## config.mk

```make
export PLATFORM = sky130hd
export DESIGN_NAME = guess_game_ctrl
export DESIGN_NICKNAME = d
export VERILOG_FILES = /design/src/rtl/game_pkg.sv /design/src/rtl/ab_scorer.sv /design/src/rtl/guess_game_ctrl.sv
export SDC_FILE = /design/constraint.sdc
export NUM_CORES = 1
export LEC_CHECK = 0
export ABC_AREA = 1
export BUFFER_PORTS_ARGS = -buffer_cell sky130_fd_sc_hd__buf_2
export CORE_ASPECT_RATIO = 1.75
export CORE_MARGIN = 4
export CORE_UTILIZATION = 30
export CTS_BUF_LIST = sky130_fd_sc_hd__clkbuf_8
export DETAILED_ROUTE_END_ITERATION = 12
export PLACE_DENSITY = 0.59
export SYNTH_ARGS = -nofsm -noshare
export SYNTH_HDL_FRONTEND = slang
export SYNTH_SLANG_ARGS = --single-unit
```

## constraint.sdc

```tcl
create_clock -name clk -period 2.4 [get_ports clk]
set_input_delay 0.48 -clock clk [delete_from_list [all_inputs] [get_ports clk]]
set_output_delay 0.48 -clock clk [all_outputs]
set_load 0.005 [all_outputs]
```

## src/rtl/game_pkg.sv

```systemverilog
`default_nettype none
// ============================================================================
// Module      : game_pkg
// Description : Shared types and constants for the 3-digit 1A2B guessing game
//               controller and its VGA text overlay.
//               - state_t   : controller state encoding
//               - digit_t   : one BCD entry digit
//               - ASCII_*   : characters used by the overlay ("xA yB")
//               - entry_valid(): digit range + distinctness check
// Revision    : 1.0 - initial release
// ============================================================================
package game_pkg;

  localparam int DIGIT_W    = 4;
  localparam int NUM_DIGITS = 3;
  localparam int DIGIT_MAX  = 9;

  // Characters the overlay prints next to the score fields.
  localparam logic [7:0] ASCII_A    = 8'h41;
  localparam logic [7:0] ASCII_B    = 8'h42;
  localparam logic [7:0] ASCII_ZERO = 8'h30;

  typedef logic [DIGIT_W-1:0] digit_t;

  typedef enum logic [2:0] {
    IDLE  = 3'd0,
    PLAY  = 3'd1,
    SCORE = 3'd2,
    WIN   = 3'd3,
    LOSE  = 3'd4
  } state_t;

  // An entry is usable only if every digit is decimal and no digit repeats;
  // distinctness is what lets the scorer avoid double counting.
  function automatic logic entry_valid(input digit_t d1, input digit_t d2,
                                       input digit_t d3);
    logic in_range;
    logic distinct;
    in_range = (d1 <= digit_t'(DIGIT_MAX)) && (d2 <= digit_t'(DIGIT_MAX)) &&
               (d3 <= digit_t'(DIGIT_MAX));
    distinct = (d1 != d2) && (d1 != d3) && (d2 != d3);
    return in_range && distinct;
  endfunction

endpackage
`default_nettype wire

```

## src/rtl/ab_scorer.sv

```systemverilog
`default_nettype none
// ============================================================================
// Module      : ab_scorer
// Description : Purely combinational 1A2B scorer. Compares a 3-digit guess
//               against the 3-digit secret.
//               a = digits equal in the same position
//               b = digits present in the secret but at another position
// Ports       : i_guess1..3  in  DIGIT_W  guess digits (hundreds..units)
//               i_secret1..3 in  DIGIT_W  secret digits (hundreds..units)
//               o_a          out 2        right digit, right place
//               o_b          out 2        right digit, wrong place
// Revision    : 1.0 - initial release
// ============================================================================
module ab_scorer
  import game_pkg::*;
(
  input  logic [DIGIT_W-1:0] i_guess1,
  input  logic [DIGIT_W-1:0] i_guess2,
  input  logic [DIGIT_W-1:0] i_guess3,
  input  logic [DIGIT_W-1:0] i_secret1,
  input  logic [DIGIT_W-1:0] i_secret2,
  input  logic [DIGIT_W-1:0] i_secret3,
  output logic [1:0]         o_a,
  output logic [1:0]         o_b
);

  digit_t w_guess  [NUM_DIGITS];
  digit_t w_secret [NUM_DIGITS];
  logic [1:0] w_a;
  logic [1:0] w_b;

  assign w_guess[0]  = i_guess1;
  assign w_guess[1]  = i_guess2;
  assign w_guess[2]  = i_guess3;
  assign w_secret[0] = i_secret1;
  assign w_secret[1] = i_secret2;
  assign w_secret[2] = i_secret3;

  // With distinct digits each guess digit matches at most one secret digit,
  // so a+b <= 3 and the 2-bit accumulators cannot overflow.
  always_comb begin
    w_a = 2'd0;
    w_b = 2'd0;
    for (int i = 0; i < NUM_DIGITS; i++) begin
      for (int j = 0; j < NUM_DIGITS; j++) begin
        if (w_guess[i] == w_secret[j]) begin
          if (i == j) w_a = w_a + 2'd1;
          else        w_b = w_b + 2'd1;
        end
      end
    end
  end

  assign o_a = w_a;
  assign o_b = w_b;

endmodule
`default_nettype wire

```

## src/rtl/guess_game_ctrl.sv

```systemverilog
`default_nettype none
// ============================================================================
// Module      : guess_game_ctrl
// Description : Sequencer for the 3-digit 1A2B guessing game. The first valid
//               entry after IDLE is the secret; later entries are guesses that
//               are scored one cycle later. Tracks attempts and declares WIN
//               or LOSE. Feeds the text overlay only.
// Parameters  : MAX_GUESS  guesses allowed before LOSE (1..15)
//               CNT_W      guess counter width, must hold MAX_GUESS
// Ports       : clk         in   1      system clock
//               reset       in   1      asynchronous active-low reset
//               iNum1..3    in   4      entered digits (hundreds..units)
//               iNumRdy     in   1      entry-valid level, taken on 0->1 only
//               iNewGame    in   1      pulse: abandon game, back to IDLE
//               oStarted    out  1      secret held
//               oA / oB     out  2      bulls / cows of last scored guess
//               oGuess1..3  out  4      last accepted guess
//               oScoreVld   out  1      a guess has been scored this game
//               oGuessCnt   out  CNT_W  guesses scored this game
//               oReject     out  1      pulse: entry refused
//               oWin/oLose  out  1      game result levels
// Revision    : 1.0 - initial release
// ============================================================================
module guess_game_ctrl
  import game_pkg::*;
#(
  parameter int MAX_GUESS = 10,
  parameter int CNT_W     = 4
) (
  input  logic               clk,
  input  logic               reset,
  input  logic [DIGIT_W-1:0] iNum1,
  input  logic [DIGIT_W-1:0] iNum2,
  input  logic [DIGIT_W-1:0] iNum3,
  input  logic               iNumRdy,
  input  logic               iNewGame,
  output logic               oStarted,
  output logic [1:0]         oA,
  output logic [1:0]         oB,
  output logic [DIGIT_W-1:0] oGuess1,
  output logic [DIGIT_W-1:0] oGuess2,
  output logic [DIGIT_W-1:0] oGuess3,
  output logic               oScoreVld,
  output logic [CNT_W-1:0]   oGuessCnt,
  output logic               oReject,
  output logic               oWin,
  output logic               oLose
);

  localparam logic [CNT_W-1:0] c_max_guess = CNT_W'(MAX_GUESS);

  state_t r_state;
  state_t w_state_nxt;

  logic             r_rdy_q;
  digit_t           r_secret1, r_secret2, r_secret3;
  digit_t           r_guess1, r_guess2, r_guess3;
  logic [1:0]       r_a, r_b;
  logic             r_started;
  logic             r_score_vld;
  logic [CNT_W-1:0] r_cnt;
  logic             r_reject;
  logic             r_win;
  logic             r_lose;

  logic             w_take;
  logic             w_valid;
  logic             w_accepting;
  logic [1:0]       w_a, w_b;
  logic [CNT_W-1:0] w_cnt_inc;

  // Rising-edge detect: a keypad level held high yields a single take.
  assign w_take      = iNumRdy & ~r_rdy_q;
  assign w_valid     = entry_valid(iNum1, iNum2, iNum3);
  // Only IDLE and PLAY look at takes; SCORE silently drops them and the
  // terminal states ignore them without a reject.
  assign w_accepting = (r_state == IDLE) || (r_state == PLAY);

  // Counter never wraps past MAX_GUESS.
  assign w_cnt_inc = (r_cnt >= c_max_guess) ? r_cnt : r_cnt + CNT_W'(1);

  ab_scorer u_ab_scorer (
    .i_guess1  (r_guess1),
    .i_guess2  (r_guess2),
    .i_guess3  (r_guess3),
    .i_secret1 (r_secret1),
    .i_secret2 (r_secret2),
    .i_secret3 (r_secret3),
    .o_a       (w_a),
    .o_b       (w_b)
  );

  // --------------------------------------------------------------------------
  // State register
  // --------------------------------------------------------------------------
  always_ff @(posedge clk or negedge reset) begin
    if (!reset) r_state <= IDLE;
    else        r_state <= w_state_nxt;
  end

  // --------------------------------------------------------------------------
  // Next-state logic; iNewGame overrides anything else this cycle.
  // --------------------------------------------------------------------------
  always_comb begin
    w_state_nxt = r_state;
    if (iNewGame) begin
      w_state_nxt = IDLE;
    end else begin
      case (r_state)
        IDLE:  if (w_take && w_valid) w_state_nxt = PLAY;
        PLAY:  if (w_take && w_valid) w_state_nxt = SCORE;
        SCORE: begin
          if (w_a == 2'd3)                   w_state_nxt = WIN;
          else if (w_cnt_inc == c_max_guess) w_state_nxt = LOSE;
          else                               w_state_nxt = PLAY;
        end
        WIN:     w_state_nxt = WIN;
        LOSE:    w_state_nxt = LOSE;
        default: w_state_nxt = IDLE;
      endcase
    end
  end

  // --------------------------------------------------------------------------
  // Datapath / output registers
  // --------------------------------------------------------------------------
  always_ff @(posedge clk or negedge reset) begin
    if (!reset) begin
      r_rdy_q     <= 1'b0;
      r_secret1   <= '0;
      r_secret2   <= '0;
      r_secret3   <= '0;
      r_guess1    <= '0;
      r_guess2    <= '0;
      r_guess3    <= '0;
      r_a         <= 2'd0;
      r_b         <= 2'd0;
      r_started   <= 1'b0;
      r_score_vld <= 1'b0;
      r_cnt       <= '0;
      r_reject    <= 1'b0;
      r_win       <= 1'b0;
      r_lose      <= 1'b0;
    end else begin
      r_rdy_q  <= iNumRdy;
      r_reject <= 1'b0;
      if (iNewGame) begin
        r_secret1   <= '0;
        r_secret2   <= '0;
        r_secret3   <= '0;
        r_guess1    <= '0;
        r_guess2    <= '0;
        r_guess3    <= '0;
        r_a         <= 2'd0;
        r_b         <= 2'd0;
        r_started   <= 1'b0;
        r_score_vld <= 1'b0;
        r_cnt       <= '0;
        r_win       <= 1'b0;
        r_lose      <= 1'b0;
      end else begin
        if (w_take && w_accepting && !w_valid) r_reject <= 1'b1;

        case (r_state)
          IDLE: begin
            if (w_take && w_valid) begin
              r_secret1 <= iNum1;
              r_secret2 <= iNum2;
              r_secret3 <= iNum3;
              r_started <= 1'b1;
            end
          end
          PLAY: begin
            if (w_take && w_valid) begin
              r_guess1 <= iNum1;
              r_guess2 <= iNum2;
              r_guess3 <= iNum3;
            end
          end
          SCORE: begin
            r_a         <= w_a;
            r_b         <= w_b;
            r_score_vld <= 1'b1;
            r_cnt       <= w_cnt_inc;
            if (w_a == 2'd3)                   r_win  <= 1'b1;
            else if (w_cnt_inc == c_max_guess) r_lose <= 1'b1;
          end
          default: ;
        endcase
      end
    end
  end

  assign oStarted  = r_started;
  assign oA        = r_a;
  assign oB        = r_b;
  assign oGuess1   = r_guess1;
  assign oGuess2   = r_guess2;
  assign oGuess3   = r_guess3;
  assign oScoreVld = r_score_vld;
  assign oGuessCnt = r_cnt;
  assign oReject   = r_reject;
  assign oWin      = r_win;
  assign oLose     = r_lose;

endmodule
`default_nettype wire

```

==> results of run 1 <==
==> path summary, 6_finish.rpt <==
kind	start	to	slack, ps	cells past startpoint
worst max-delay path	oGuess1[0]	oB[1]	170	14
worst min-delay path	reset	oGuessCnt[3]	300	1
worst max register to register	oGuess1[0]	oB[1]	170	14
worst min register to register	oB[0]	oB[0]	490	2
max in group asynchronous	reset	oGuess1[0]	1470	1
min in group clk	iNumRdy	r_rdy_q	350	1
==> kinds of logic (layout without fill, tap and decap cells) <==
kind of cell               Yosys count  count (layout)  share of synthesized area (%)
AOI/OAI and AO/OA                   46              46                           10.7
DFF                                 41              41                           38.9
adders and majority gates            6               6                           2.84
and+or+nand+nor                    153             153                           25.4
buffers and inverters               45              87                           8.20
xor gates and xnor gates            42              42                           13.9
==> cells in the final DEF (no fill, tap or decap), types with 2 or more instances in the layout <==
master,synthesis,routed
nand2_1,95,95
buf_2,1,40
dfrtp_1,41,40
inv_1,37,37
xnor2_1,32,32
nor2_1,18,18
o21ai_0,18,18
nand3_1,15,14
o21ai_2,12,12
xor2_1,10,10
a21oi_1,7,7
nand4_1,6,6
ha_1,6,6
and3_1,5,5
o21ai_1,5,5
clkbuf_8,0,5
nor2_2,3,3
o22ai_1,3,3
nand3b_1,3,3
or2_2,2,2
nor3_1,2,2
nand3_2,1,2
clkinv_2,0,2
==> cell usage after synthesis <==
master | count | area [µm²]
inv_2 | 1 | 3.75
nor3_1 | 2 | 10.0
o21ai_2 | 12 | 105
xnor2_1 | 32 | 280
dfrtp_1 | 41 | 1030
nand3_2 | 1 | 10.0
nor2_2 | 3 | 18.8
xor2_1 | 10 | 87.6
and3_1 | 5 | 31.3
ha_1 | 6 | 75.1
or2_2 | 2 | 12.5
buf_6 | 4 | 45.0
buf_2 | 1 | 5.00
nand3_1 | 15 | 75.1
nand2_1 | 95 | 357
nor3b_1 | 1 | 7.51
nand4_1 | 6 | 37.5
a21oi_1 | 7 | 35.0
nand3b_1 | 3 | 22.5
o22ai_1 | 3 | 18.8
inv_1 | 37 | 139
a22o_1 | 1 | 8.76
buf_12 | 1 | 20.0
nor2_1 | 18 | 67.6
o21ai_0 | 18 | 90.1
and2_4 | 1 | 8.76
nand4_2 | 1 | 12.5
o21ai_1 | 5 | 25.0
clkbuf_1 | 1 | 3.75
==> layout make-up <==
cell class              instances  area (µm²)  share of cell area, %
repair buffers                 41         208                   6.89
clock buffers                   5        68.8                   2.28
well taps                     117         146                   4.85
multi-input cells             247        1410                   46.6
flip-flops and latches         41        1030                   34.1
clock inverters                 3        17.5                  0.581
inverters                      38         143                   4.73
==> where the power goes <==
| group | switching (µW) | leakage, µW | total (µW) | internal (µW) |
|---|---|---|---|---|
| sequential | 73.4 | 0.000543 | 810 | 737 |
| combinational | 281 | 0.000896 | 484 | 203 |
| clock | 243 | 0.0000439 | 443 | 201 |
==> state kept, by name (all words and copies together), names as in the netlist, 2 cells and up <==
name	count
r_secret3	4
oB	2
oGuess1	4
oGuess2	4
oGuessCnt	4
oA	2
r_secret2	4
r_secret1	4
r_state	3
oGuess3	4
==> worst max-delay path, cell delays in order (launching register included) <==
cell	delay (ps)
dfrtp_2	450
or2_2	300
a21oi_1	150
and3_1	190
ha_1	260
inv_1	90
nand3_1	100
nand3_2	130
nand2_1	60
nand2_1	70
nand2_1	70
nor2_1	80
nand2_1	60
nand3_1	60
nand2_1	50
==> routing by layer <==
metal	global-route usage, %	share of wire (%)
met4	5.83	2.8
met2	23.2	54
met3	2.12	3.4
met5	0	0
met1	13.2	40
==> timing repair <==
item | in CTS | in global routing
resized for setup | 0 | 3
setup buffers | 0 | 0
setup endpoints to repair | 0 | 6
==> metrics by stage <==
step	power (µW)	setup TNS, ps	utilization (%)	cells	setup slack [ps]
finish	1740	0	35.0	492	173
global route	1870	-54.1	35.0	492	-54.1
CTS	1770	0	34.9	492	97.5
detailed placement	1310	0	33.9	484	113
global placement	1290	0	33.9	484	168
floorplan	1160	0	-	333	365
==> metrics, run 1 <==
status=finished, final reports clean; fin. max-slew vios=0; Vias/cell=4.46; Detail Route Antenna Nets=0; Synthesis Warnings=0; Hold WS=304 ps; full die area=10400 µm²; Tcrit/Tclk final=92.8%; P_leak=0.00148 µW; share of post-route cells with drive strength above 1=19.5%; CTS root buf=clkbuf_8; clk sink count=41; post-synthesis cell count=333; Cell Area, Synth=2640 µm²; CTS tree=yes; GRT Util Overall=12.4%; Pwr Density=576 nW/µm²; area delta synth->final=14.3%; Die Ht=132 µm; Worst-path clk slew=80 ps; vias in the first global route=2291; arrival time of the worst setup path=2420 ps; endpoint class of the critical path=register; HP Class=in -> async; TritonRoute pass-1 iters=4; Core Box Area=8610 µm²; vias=2194; Setup-failing EPs final=0; routability-driven placement congestion ratio=0.763; wire per inst=12.3 µm; largest net degree at the start of global routing=42; maximum VDD drop=0.278 mV; worst rel slew slack=40.5%; n_diodes=0; CTS Hold Bufs=0; Max-Cap Viols=0; clock skew=5.23 ps; post-DP HPWL=4.88 mm; FILL cells=931; initial antenna violation count=0; Max FO, Critical Path=7; Seq cells post-synth=41; fin area=3020 µm²; worst skew pair latency=300 ps; Critical Path RT=2590 ps; die width=78.9 µm; Routed WL=6.07 mm; DRT iter0 DRCs=76; crit path launch type=register; Worst-Margin Slew=892 ps; first-pass GRT wire length=10.5 mm; Final Hold Vio Count=0; CTS H-Tree Depth=2; WS Path Type=reg -> reg; standard-cell rows=45; clock buffer depth=2; remaining routing DRC violations=0; Distinct cells, synth=29; syn nets=355; Tmin final=2230 ps; Fmax=449 MHz; RSZ-0062 raised after global routing=yes; IO Port Bufs=40; DP Area=2920 µm²; mean area per synthesized cell=7.92 µm²; NumNets Final=396; number of buffers created by CTS=5; Initial Utilization=30.6%; Seq/Total Area, Yosys=38.9%; Ports=41; gr ovfl total=0
No activity file was read; power rests on OpenSTA's default activity.
==> inputs of run 2 (changes only) <==
--- a/config.mk
+++ b/config.mk
@@ -10,3 +10,3 @@
 export CORE_ASPECT_RATIO = 1.75
-export CORE_MARGIN = 4
+export CORE_MARGIN = 2
 export CORE_UTILIZATION = 30
==> constraint.sdc (replaced) <==
create_clock -name clk -period 2.4 [get_ports clk]
set_input_delay 0.24 -clock clk [delete_from_list [all_inputs] [get_ports clk]]
set_output_delay 0.24 -clock clk [all_outputs]
set_load 0.005 [all_outputs]
==> run 2 against run 1 <==
Worst setup slack gained 45 ps. Hold slack lost 250 ps. Flip-flop and latch count is the same. Register-to-register slack gained 50 ps. Sequential share of layout area shrank 0.46 points. Fmax grew 2.1%. Final cell count grew 0.41%. Largest power group unchanged.
==> metrics, run 2 (synthesized netlist as in run 1, its figures left out) <==
status=finished, final reports clean; Pwr Density=591 nW/µm² (+2.7%); endpoint class of the critical path=register; top routing layer in use=met4; WS Path Type=reg -> reg; CTS tree=yes; Routed WL=6.14 mm (+1.3%); Core Box Area=8610 µm² (unchanged); Pint=1190 µW (+4.5%); critical-path cell list=or2_2, a21oi_1, and3_1, ha_1, xor2_1, nor2_1, nand2_1, nand2_1, o21ai_0, nor2_1; initial antenna violation count=0 (unchanged); number of buffers created by CTS=5 (unchanged); GRT Util Overall=13.8% (+1.4 points); n_diodes=0 (unchanged); commonest cells after routing, fill and taps aside=nand2_1, buf_2, dfrtp_1; CP max stage cell=dfrtp_1; Ports=41 (unchanged); P_leak=0.00149 µW (+0.81%); Post-Place Setup Slack=117 ps (+4.52 ps); Sw Share=34.0% (-0.30 points); fin. max-slew vios=0 (unchanged); Initial Utilization=30.6% (unchanged); full die area=9590 µm² (-7.9%); Buf/Inv on CP=0 (-1); routability-driven placement congestion ratio=0.822 (+7.8%); largest net degree at the start of global routing=42 (unchanged); Vias/cell=4.52 (+1.4%); clock skew=8.65 ps (+3.42 ps); NumNets Final=398 (+0.51%); gr ovfl total=0 (unchanged); DR WL met3=191 µm (-8.2%); Final Hold Vio Count=0 (unchanged); Max FO, Critical Path=5 (-2); maximum VDD drop=0.251 mV (-9.5%); wire per inst=12.4 µm (+0.84%); arrival time of the worst setup path=2420 ps (about the same); Tcrit/Tclk final=90.9% (-1.9 points); clock buffer depth=2 (unchanged); Clock power frac=26.8% (+1.3 points); Critical Path RT=2640 ps (+50 ps); Tmin final=2180 ps (-45.2 ps); Max-Cap Viols=0 (unchanged); final setup TNS=0 ps (unchanged); HP Class=in -> async; CTS H-Tree Depth=2 (unchanged); DRT iter0 DRCs=88 (+16%); IO Port Bufs=40 (unchanged); Worst-Margin Slew=899 ps (+7.40 ps); area delta synth->final=15.9%; delay-heaviest family, CP=simple AND/OR/NAND/NOR gates; worst rel slew slack=40.0% (-0.49 points); CP max stage delay=450 ps (about the same); post-DP HPWL=4.85 mm (-0.57%); Setup-failing EPs final=0 (unchanged); Met1 Wirelength=2.36 mm (-1.8%); Die Ht=128 µm (-3.0%); Fmax=458 MHz (+2.1%); vias=2233 (+1.8%); Worst-path clk slew=90 ps (about the same); RSZ-0062 raised after global routing=no; share of post-route cells with drive strength above 1=20.7% (+1.2 points); most common cell after layout, fill and taps aside=nand2_1; FILL cells=931 (unchanged); clk sink count=41 (unchanged); register share of total power=44.6% (-2.0 points); standard-cell rows=45 (unchanged); met2 WL post-DR=3.34 mm (+1.6%); worst skew pair latency=300 ps (about the same); Register Area=1030 µm² (unchanged); area of the multi-input gates=1420 µm² (+1.2%); Sw Pwr=616 µW (+3.1%); crit path launch type=register; CTS root buf=clkbuf_8; remaining routing DRC violations=0 (unchanged); vias in the first global route=2114 (-7.7%); Detail Route Antenna Nets=0 (unchanged); die width=74.9 µm (-5.1%); Combinational Power Share=28.6% (+0.7 points); TritonRoute pass-1 iters=6 (+2); final worst slack=218 ps (+45.2 ps); first-pass GRT wire length=10.2 mm (-2.5%)
[run 2: power by group through the flow]
stage | logic [µW] | clock network [µW] | registers, µW
after floorplan | 355 | 0 | 808
after global placement | 476 | 0 | 819
after detailed placement | 489 | 0 | 822
after CTS | 491 | 502 | 808
after global routing | 591 | 531 | 818
final | 517 | 484 | 807
[run 2: path summary, 6_finish.rpt]
kind | startpoint | end | slack (ps) | depth (start not counted)
hold / removal | reset | oGuessCnt[2] | 50 | 1
max in group asynchronous | reset | oGuess1[0] | 1720 | 1
setup reg to reg | r_secret2[0] | r_state[1] | 220 | 10
min in group clk | iNumRdy | r_rdy_q | 100 | 1
setup / recovery | r_secret2[0] | r_state[1] | 220 | 10
hold reg to reg | oB[0] | oB[0] | 480 | 2
[run 2: through the flow]
stage | instance area [µm²] | hold slack, ps | util, % | power [µW] | instances
floorplan | 2640 | -55.6 | - | 1160 | 333
global placement | 2920 | 411 | 33.9 | 1300 | 484
detailed placement | 2920 | 413 | 33.9 | 1310 | 484
CTS | 3020 | 87.1 | 35.0 | 1800 | 492
global route | 3060 | 99.4 | 35.5 | 1940 | 494
finish | 3060 | 53.7 | 35.5 | 1810 | 494
[run 2: routing by layer]
layer  global-route usage (%)  vias to the layer above
met5                        0                        -
met2                     24.3                       49
met4                     7.25                        0
li1                         -                     1144
met3                     2.04                       22
met1                     15.4                     1018
[run 2: layout make-up]
type / count / area share, %
clock buffer: 6 / 2.70
clock inverter: 2 / 0.450
inverter: 38 / 4.66
multi-input combinational: 247 / 46.5
sequential: 41 / 33.6
tap: 117 / 4.79
timing repair buffer: 43 / 7.28
[run 2: worst register-to-register path, cell delays in order (launching register included)]
cell and delay (ps):
dfrtp_1 450, or2_2 320, a21oi_1 230, and3_1 230, ha_1 240, xor2_1 170
nor2_1 160, nand2_1 90, nand2_1 60, o21ai_0 80, nor2_1 100
[run 2: timing repair]
| item | 4_1_cts | 5_1_grt |
|---|---|---|
| hold buffers | 0 | 0 |
| setup endpoints to repair | 0 | 2 |
| setup buffers | 0 | 2 |
| resized for setup | 0 | 6 |
